**config.mk**
```make
export PLATFORM = sky130hd
export DESIGN_NAME = vrb_arb
export DESIGN_NICKNAME = d
export VERILOG_FILES = /design/src/rtl/vrb_pkg.sv /design/src/rtl/vrb_arb_pick.sv /design/src/rtl/vrb_arb.sv
export SDC_FILE = /design/constraint.sdc
export NUM_CORES = 1
export LEC_CHECK = 0
export ABC_AREA = 1
export BUFFER_PORTS_ARGS = -buffer_cell sky130_fd_sc_hd__buf_2
export CAP_MARGIN = 0
export CORE_AREA = 2 2 109 111
export CTS_CLUSTER_SIZE = 14
export DETAILED_ROUTE_END_ITERATION = 6
export DIE_AREA = 0 0 111 113
export PLACE_DENSITY_LB_ADDON = 0.3
export REMOVE_ABC_BUFFERS = 1
export SLEW_MARGIN = 20
export SYNTH_ARGS = -nofsm -noshare
export SYNTH_HDL_FRONTEND = slang
export SYNTH_SLANG_ARGS = --single-unit
```
**constraint.sdc**
```tcl
create_clock -name clk -period 1.6 [get_ports clk]
set_clock_uncertainty 0.05 [all_clocks]
set_input_delay 0.16 -clock clk [delete_from_list [all_inputs] [get_ports clk]]
set_output_delay 0.16 -clock clk [all_outputs]
set_load 0.02 [all_outputs]
```
**src/rtl/vrb_pkg.sv**
```systemverilog
// Shared types and default field widths for the VRB two-master arbiter.
// Latency: n/a (type definitions only).
// Backpressure: n/a.
//
// Contents: arbiter state enum, master-id enum, default VRB field widths.
package vrb_pkg;

    localparam int VRB_AW   = 32;   // address width
    localparam int VRB_DW   = 32;   // data width
    localparam int VRB_TO_W = 8;    // response timeout counter width

    typedef enum logic {
        ST_IDLE = 1'b0,
        ST_WAIT = 1'b1
    } state_t;

    typedef enum logic {
        M_IFU = 1'b0,
        M_LSU = 1'b1
    } master_t;

endpackage

```
**src/rtl/vrb_arb_pick.sv**
```systemverilog
// Grant selection between the IFU and LSU command requests.
// Latency: purely combinational, 0 cycles.
// Backpressure: grants only inside the window; at most one grant, only to a requester.
//
// Ports:
//   i_ifu_req / i_lsu_req : command requests from the two masters
//   i_window              : arbiter can accept a new command this cycle
//   i_last                : master granted most recently (VRB_ARB_RR_EN builds only)
//   o_gnt_ifu / o_gnt_lsu : one-hot (or zero) grant
// Macro VRB_ARB_RR_EN selects 2-way round-robin; otherwise LSU has fixed priority.
module vrb_arb_pick
    import vrb_pkg::*;
(
    input  logic    i_ifu_req,
    input  logic    i_lsu_req,
    input  logic    i_window,
`ifdef VRB_ARB_RR_EN
    input  master_t i_last,
`endif
    output logic    o_gnt_ifu,
    output logic    o_gnt_lsu
);

    logic w_lsu_wins;

`ifdef VRB_ARB_RR_EN
    // On contention the master not granted last time wins.
    assign w_lsu_wins = i_lsu_req && (!i_ifu_req || (i_last == M_IFU));
`else
    assign w_lsu_wins = i_lsu_req;
`endif

    assign o_gnt_lsu = i_window && w_lsu_wins;
    assign o_gnt_ifu = i_window && i_ifu_req && !w_lsu_wins;

endmodule

```
**src/rtl/vrb_arb.sv**
```systemverilog
// Two-master (IFU fetch, LSU load/store) to one-slave VRB arbiter with response timeout.
// Latency: command and response passthrough are combinational (0 cycles).
// Backpressure: one outstanding transaction; readies only in IDLE or the completing WAIT cycle.
//
// Ports:
//   clk, rst                : clock, synchronous active-high reset
//   i_ifu_cmd_* / o_ifu_*   : IFU read-only command and response
//   i_lsu_cmd_* / o_lsu_*   : LSU read/write command and response
//   o_vrb_cmd_* / i_vrb_rsp_*: shared slave port
//   o_timeout               : 1-cycle pulse when an outstanding transaction times out
// Macro VRB_ARB_RR_EN enables round-robin on contention (default: LSU priority).
module vrb_arb
    import vrb_pkg::*;
#(
    parameter int AW   = VRB_AW,
    parameter int DW   = VRB_DW,
    parameter int TO_W = VRB_TO_W
) (
    input  logic            clk,
    input  logic            rst,
    input  logic            i_ifu_cmd_valid,
    input  logic [AW-1:0]   i_ifu_cmd_addr,
    output logic            o_ifu_cmd_ready,
    output logic            o_ifu_rsp_valid,
    output logic            o_ifu_rsp_err,
    output logic [DW-1:0]   o_ifu_rsp_rdata,
    input  logic            i_lsu_cmd_valid,
    input  logic [AW-1:0]   i_lsu_cmd_addr,
    input  logic            i_lsu_cmd_read,
    input  logic [DW-1:0]   i_lsu_cmd_wdata,
    input  logic [DW/8-1:0] i_lsu_cmd_wmask,
    output logic            o_lsu_cmd_ready,
    output logic            o_lsu_rsp_valid,
    output logic            o_lsu_rsp_err,
    output logic [DW-1:0]   o_lsu_rsp_rdata,
    output logic            o_vrb_cmd_valid,
    output logic [AW-1:0]   o_vrb_cmd_addr,
    output logic            o_vrb_cmd_read,
    output logic [DW-1:0]   o_vrb_cmd_wdata,
    output logic [DW/8-1:0] o_vrb_cmd_wmask,
    input  logic            i_vrb_rsp_valid,
    input  logic            i_vrb_rsp_err,
    input  logic [DW-1:0]   i_vrb_rsp_rdata,
    output logic            o_timeout
);

    localparam logic [TO_W-1:0] TO_MAX = '1;

    state_t          r_state, w_state_nxt;
    master_t         r_owner, w_owner_nxt;
    logic [TO_W-1:0] r_cnt,   w_cnt_nxt;
`ifdef VRB_ARB_RR_EN
    master_t         r_last,  w_last_nxt;
`endif

    logic            w_busy, w_rsp, w_to, w_done, w_window;
    logic            w_gnt_ifu, w_gnt_lsu;
    logic            w_rsp_err;
    logic [DW-1:0]   w_rsp_rdata;

    // Everything is gated by rst so a transaction abandoned by reset
    // cannot leak a response or a grant during the reset cycle.
    assign w_busy   = !rst && (r_state == ST_WAIT);
    assign w_rsp    = w_busy && i_vrb_rsp_valid;
    // A real response in the limit cycle wins over the timeout.
    assign w_to     = w_busy && !i_vrb_rsp_valid && (r_cnt == TO_MAX);
    assign w_done   = w_rsp || w_to;
    assign w_window = !rst && ((r_state == ST_IDLE) || w_done);

    vrb_arb_pick u_pick (
        .i_ifu_req (i_ifu_cmd_valid),
        .i_lsu_req (i_lsu_cmd_valid),
        .i_window  (w_window),
`ifdef VRB_ARB_RR_EN
        .i_last    (r_last),
`endif
        .o_gnt_ifu (w_gnt_ifu),
        .o_gnt_lsu (w_gnt_lsu)
    );

    assign o_ifu_cmd_ready = w_gnt_ifu;
    assign o_lsu_cmd_ready = w_gnt_lsu;

    // Command mux: IFU commands are always reads with no write payload.
    always_comb begin
        o_vrb_cmd_valid = 1'b0;
        o_vrb_cmd_addr  = '0;
        o_vrb_cmd_read  = 1'b0;
        o_vrb_cmd_wdata = '0;
        o_vrb_cmd_wmask = '0;
        if (w_gnt_lsu) begin
            o_vrb_cmd_valid = 1'b1;
            o_vrb_cmd_addr  = i_lsu_cmd_addr;
            o_vrb_cmd_read  = i_lsu_cmd_read;
            o_vrb_cmd_wdata = i_lsu_cmd_wdata;
            o_vrb_cmd_wmask = i_lsu_cmd_wmask;
        end else if (w_gnt_ifu) begin
            o_vrb_cmd_valid = 1'b1;
            o_vrb_cmd_addr  = i_ifu_cmd_addr;
            o_vrb_cmd_read  = 1'b1;
        end
    end

    // Response routing: slave response passes through, timeout forces err with zero data.
    assign w_rsp_err   = w_rsp ? i_vrb_rsp_err : 1'b1;
    assign w_rsp_rdata = w_rsp ? i_vrb_rsp_rdata : '0;

    assign o_ifu_rsp_valid = w_done && (r_owner == M_IFU);
    assign o_ifu_rsp_err   = o_ifu_rsp_valid && w_rsp_err;
    assign o_ifu_rsp_rdata = o_ifu_rsp_valid ? w_rsp_rdata : '0;
    assign o_lsu_rsp_valid = w_done && (r_owner == M_LSU);
    assign o_lsu_rsp_err   = o_lsu_rsp_valid && w_rsp_err;
    assign o_lsu_rsp_rdata = o_lsu_rsp_valid ? w_rsp_rdata : '0;
    assign o_timeout       = w_to;

    // Next state: completion returns to IDLE unless the same cycle re-grants.
    always_comb begin
        w_state_nxt = r_state;
        w_owner_nxt = r_owner;
        w_cnt_nxt   = r_cnt;
`ifdef VRB_ARB_RR_EN
        w_last_nxt  = r_last;
`endif
        if (r_state == ST_WAIT) begin
            w_cnt_nxt = r_cnt + 1'b1;
        end
        if (w_done) begin
            w_state_nxt = ST_IDLE;
        end
        if (w_gnt_ifu || w_gnt_lsu) begin
            w_state_nxt = ST_WAIT;
            w_owner_nxt = w_gnt_lsu ? M_LSU : M_IFU;
            w_cnt_nxt   = '0;
`ifdef VRB_ARB_RR_EN
            w_last_nxt  = w_gnt_lsu ? M_LSU : M_IFU;
`endif
        end
    end

    always_ff @(posedge clk) begin
        if (rst) begin
            r_state <= ST_IDLE;
            r_owner <= M_IFU;
            r_cnt   <= '0;
`ifdef VRB_ARB_RR_EN
            r_last  <= M_IFU;
`endif
        end else begin
            r_state <= w_state_nxt;
            r_owner <= w_owner_nxt;
            r_cnt   <= w_cnt_nxt;
`ifdef VRB_ARB_RR_EN
            r_last  <= w_last_nxt;
`endif
        end
    end

endmodule

```
==> results.toml <==
[run_status]
outcome = "complete, but fails checks"
violations = "setup timing"

[clock_tree]
insertion_delay_ns = 0.24
root_buffer = "clkbuf_16"
clockBufferDepth = 2
cts_buffers = 3
tritoncts = "yes"
cts.sinks = 10
path_clk_slew_ns = 0.04
cts_max_level = 1
cts_hold_buf = 0

[yosys]
yosysTopAreaCell = "nand2_1"
synth-edff-count = 0
synthTopCellsByCount = "nand2_1, nor2_1, inv_1"
synthFlopType = "dfxtp_1"
yosysTopAreaCellShare = 0.306
yosysSeqAreaShare = 0.113
synth-async-reset-ratio = 0
yosysWarnings = 0
syn_area_per_cell_um2 = 4.91
synth_most_common_cell = "nand2_1"
syn_area_um2 = 1780
synth_area_leaders = "nand2_1, nor2_1, dfxtp_1"
syn_inst = 362
ys_ff_latch = 10
synth.distinct_cells = 24

[final_layout]
diodes = 0
fin_nets = 816
final-seq-area_um2 = 204
multi_input_area_um2 = 2330
layout-drive-gt1-share = 0.757
final_cells = 817
post-route-util = 0.519
fin_area_um2 = 5850
syn2layout_area_growth_pct = 229
fill_cells = 1024

[floorplanning]
die-area_um2 = 12500
io_pins = 280
design.core.area_um2 = 11300
initial_core_util = 0.158
die_w_um = 111
die_h_um = 113
rows = 39

[timing]
whs_ns = 0.0533
fmax_ghz = 0.513
finalHoldViolCount = 0
tightest_slew_ns = 0.364
rsz0062_at_grt = "true"
fin_tns_setup_ns = -28.56
setup_ws_ns = -0.348
slew_headroom = 0.757
final_max_slew_viol_count = 0
setup_violations = 145
post-route-min-period_ns = 1.95
post-route-period-util = 1.22

[placement]
dpl.cell_count = 787
dpl.hpwl_um = 6830
io_buffer_count = 279
dpl_cell_area_um2 = 3440
post-place-ws_ns = -0.176
gp_congestion = 0.762

[global_routing]
grt_max_degree = 35
grt_overflow = 0
track_usage = 0.142
grt_pass1_vias = 3017
grt_pass1_wl_um = 14600
antenna_found_initial = 0

[power]
ir_drop_mv = 0.306
p_total_mw = 1.99
power_density_nw_per_um2 = 339
p_leak_nw = 2.99

[detailed_routing]
dr.first_iter.drc_count = 109
dr.pass1.iters = 4
avgRoutedWirePerCell_um = 14.0
ant_nets = 0
drcViolationCount = 0
finalWirelength_um = 11400
via_count = 3327
post_drt_via_cell_ratio = 4.07

[worst_setup_path]
critPathMaxStageDelay_ns = 0.35
regToRegStartpoint = "r_cnt[0]"
crit_arrival_ns = 1.74
cp_max_fo = 8
path_class = "reg2out"
cp_cell_sequence = "ha_4 -> inv_2 -> nor2_2 -> nand3_2 -> nand3_4 -> nand3_4 -> clkinv_8 -> clkbuf_16 -> nand2_1 -> nand2_1 -> buf_6"
crit_start = "r_cnt[0]"
end_kind = "primary output"
crit_required_ns = 1.39
slowest_stage = "dfxtp_2"
critPathLaunchType = "flip-flop"

[worst_hold_path]
hp-start = "rst"
hp-class = "in2reg"

[flow_run]
drv_cap = 0
-- state kept, by name (all words and copies together) (netlist names) --
signal / count
r_owner: 1
r_state: 1
r_cnt: 8
-- critical path: cells and delay by family, from the launching register on --
kind	cells	cell delay, ns
and+or+nand+nor	6	0.58
buffers and inverters	4	0.43
adders and majority gates	1	0.14
DFF	1	0.35
-- timing repair --
item,CTS,global route
setup endpoints to repair,140,149
gates resized for setup,204,361
gates cloned,7,2
pin swaps,10,51
buffers inserted,7,14
endpoints found under the hold margin,0,0
-- final timing paths --
check | end | slack, ns | cells after the start
worst min-delay path | r_state | 0.05 | 2
worst min register to register | r_cnt[5] | 0.52 | 2
worst max-delay path | o_vrb_cmd_addr[26] | -0.35 | 11
worst max register to register | r_cnt[0] | -0.06 | 12
-- layer usage --
metal	GRT usage	wire [um]	vias to the layer above
li1	-	-	1672
met1	0.148	4000	1470
met2	0.284	6400	173
met3	0.0348	898	12
met4	0.0375	131	0
met5	0	0	-
-- cell families (layout without fill, tap and decap cells) --
logic type,after synthesis,count (layout),share of synthesized area
xor gates and xnor gates,6,6,0.0295
adders and majority gates,1,1,0.00703
buffers and inverters,73,385,0.207
muxes,1,1,0.00563
and+or+nand+nor,266,266,0.622
DFF,10,10,0.113
AOI/OAI and AO/OA,5,5,0.0162
-- cell type report --
class / instances / area share
clock buffers: 3 / 0.0128
inverters: 52 / 0.0391
multi-input cells: 279 / 0.398
flip-flops and latches: 10 / 0.0348
well taps: 143 / 0.0306
repair buffers: 330 / 0.485
-- where the power goes --
group	total, mW	internal, mW	switching (mW)
registers	0.269	0.260	0.00930
clock network	0.434	0.323	0.110
logic	1.28	0.571	0.711
-- cells in the final DEF (no fill, tap or decap), drive strengths merged --
master and count:
clkinvlp 1, dfxtp 10, nand3 7, xor2 4, a31oi 1, a21oi 2
o211ai 1, o21ai 1, ha 1, mux2i 1, nor3 1, inv 49
clkbuf 5, xnor2 2, clkinv 2, buf 328, nor2 113, nand2 145
Note: power is estimated with default switching activity, not from simulation.
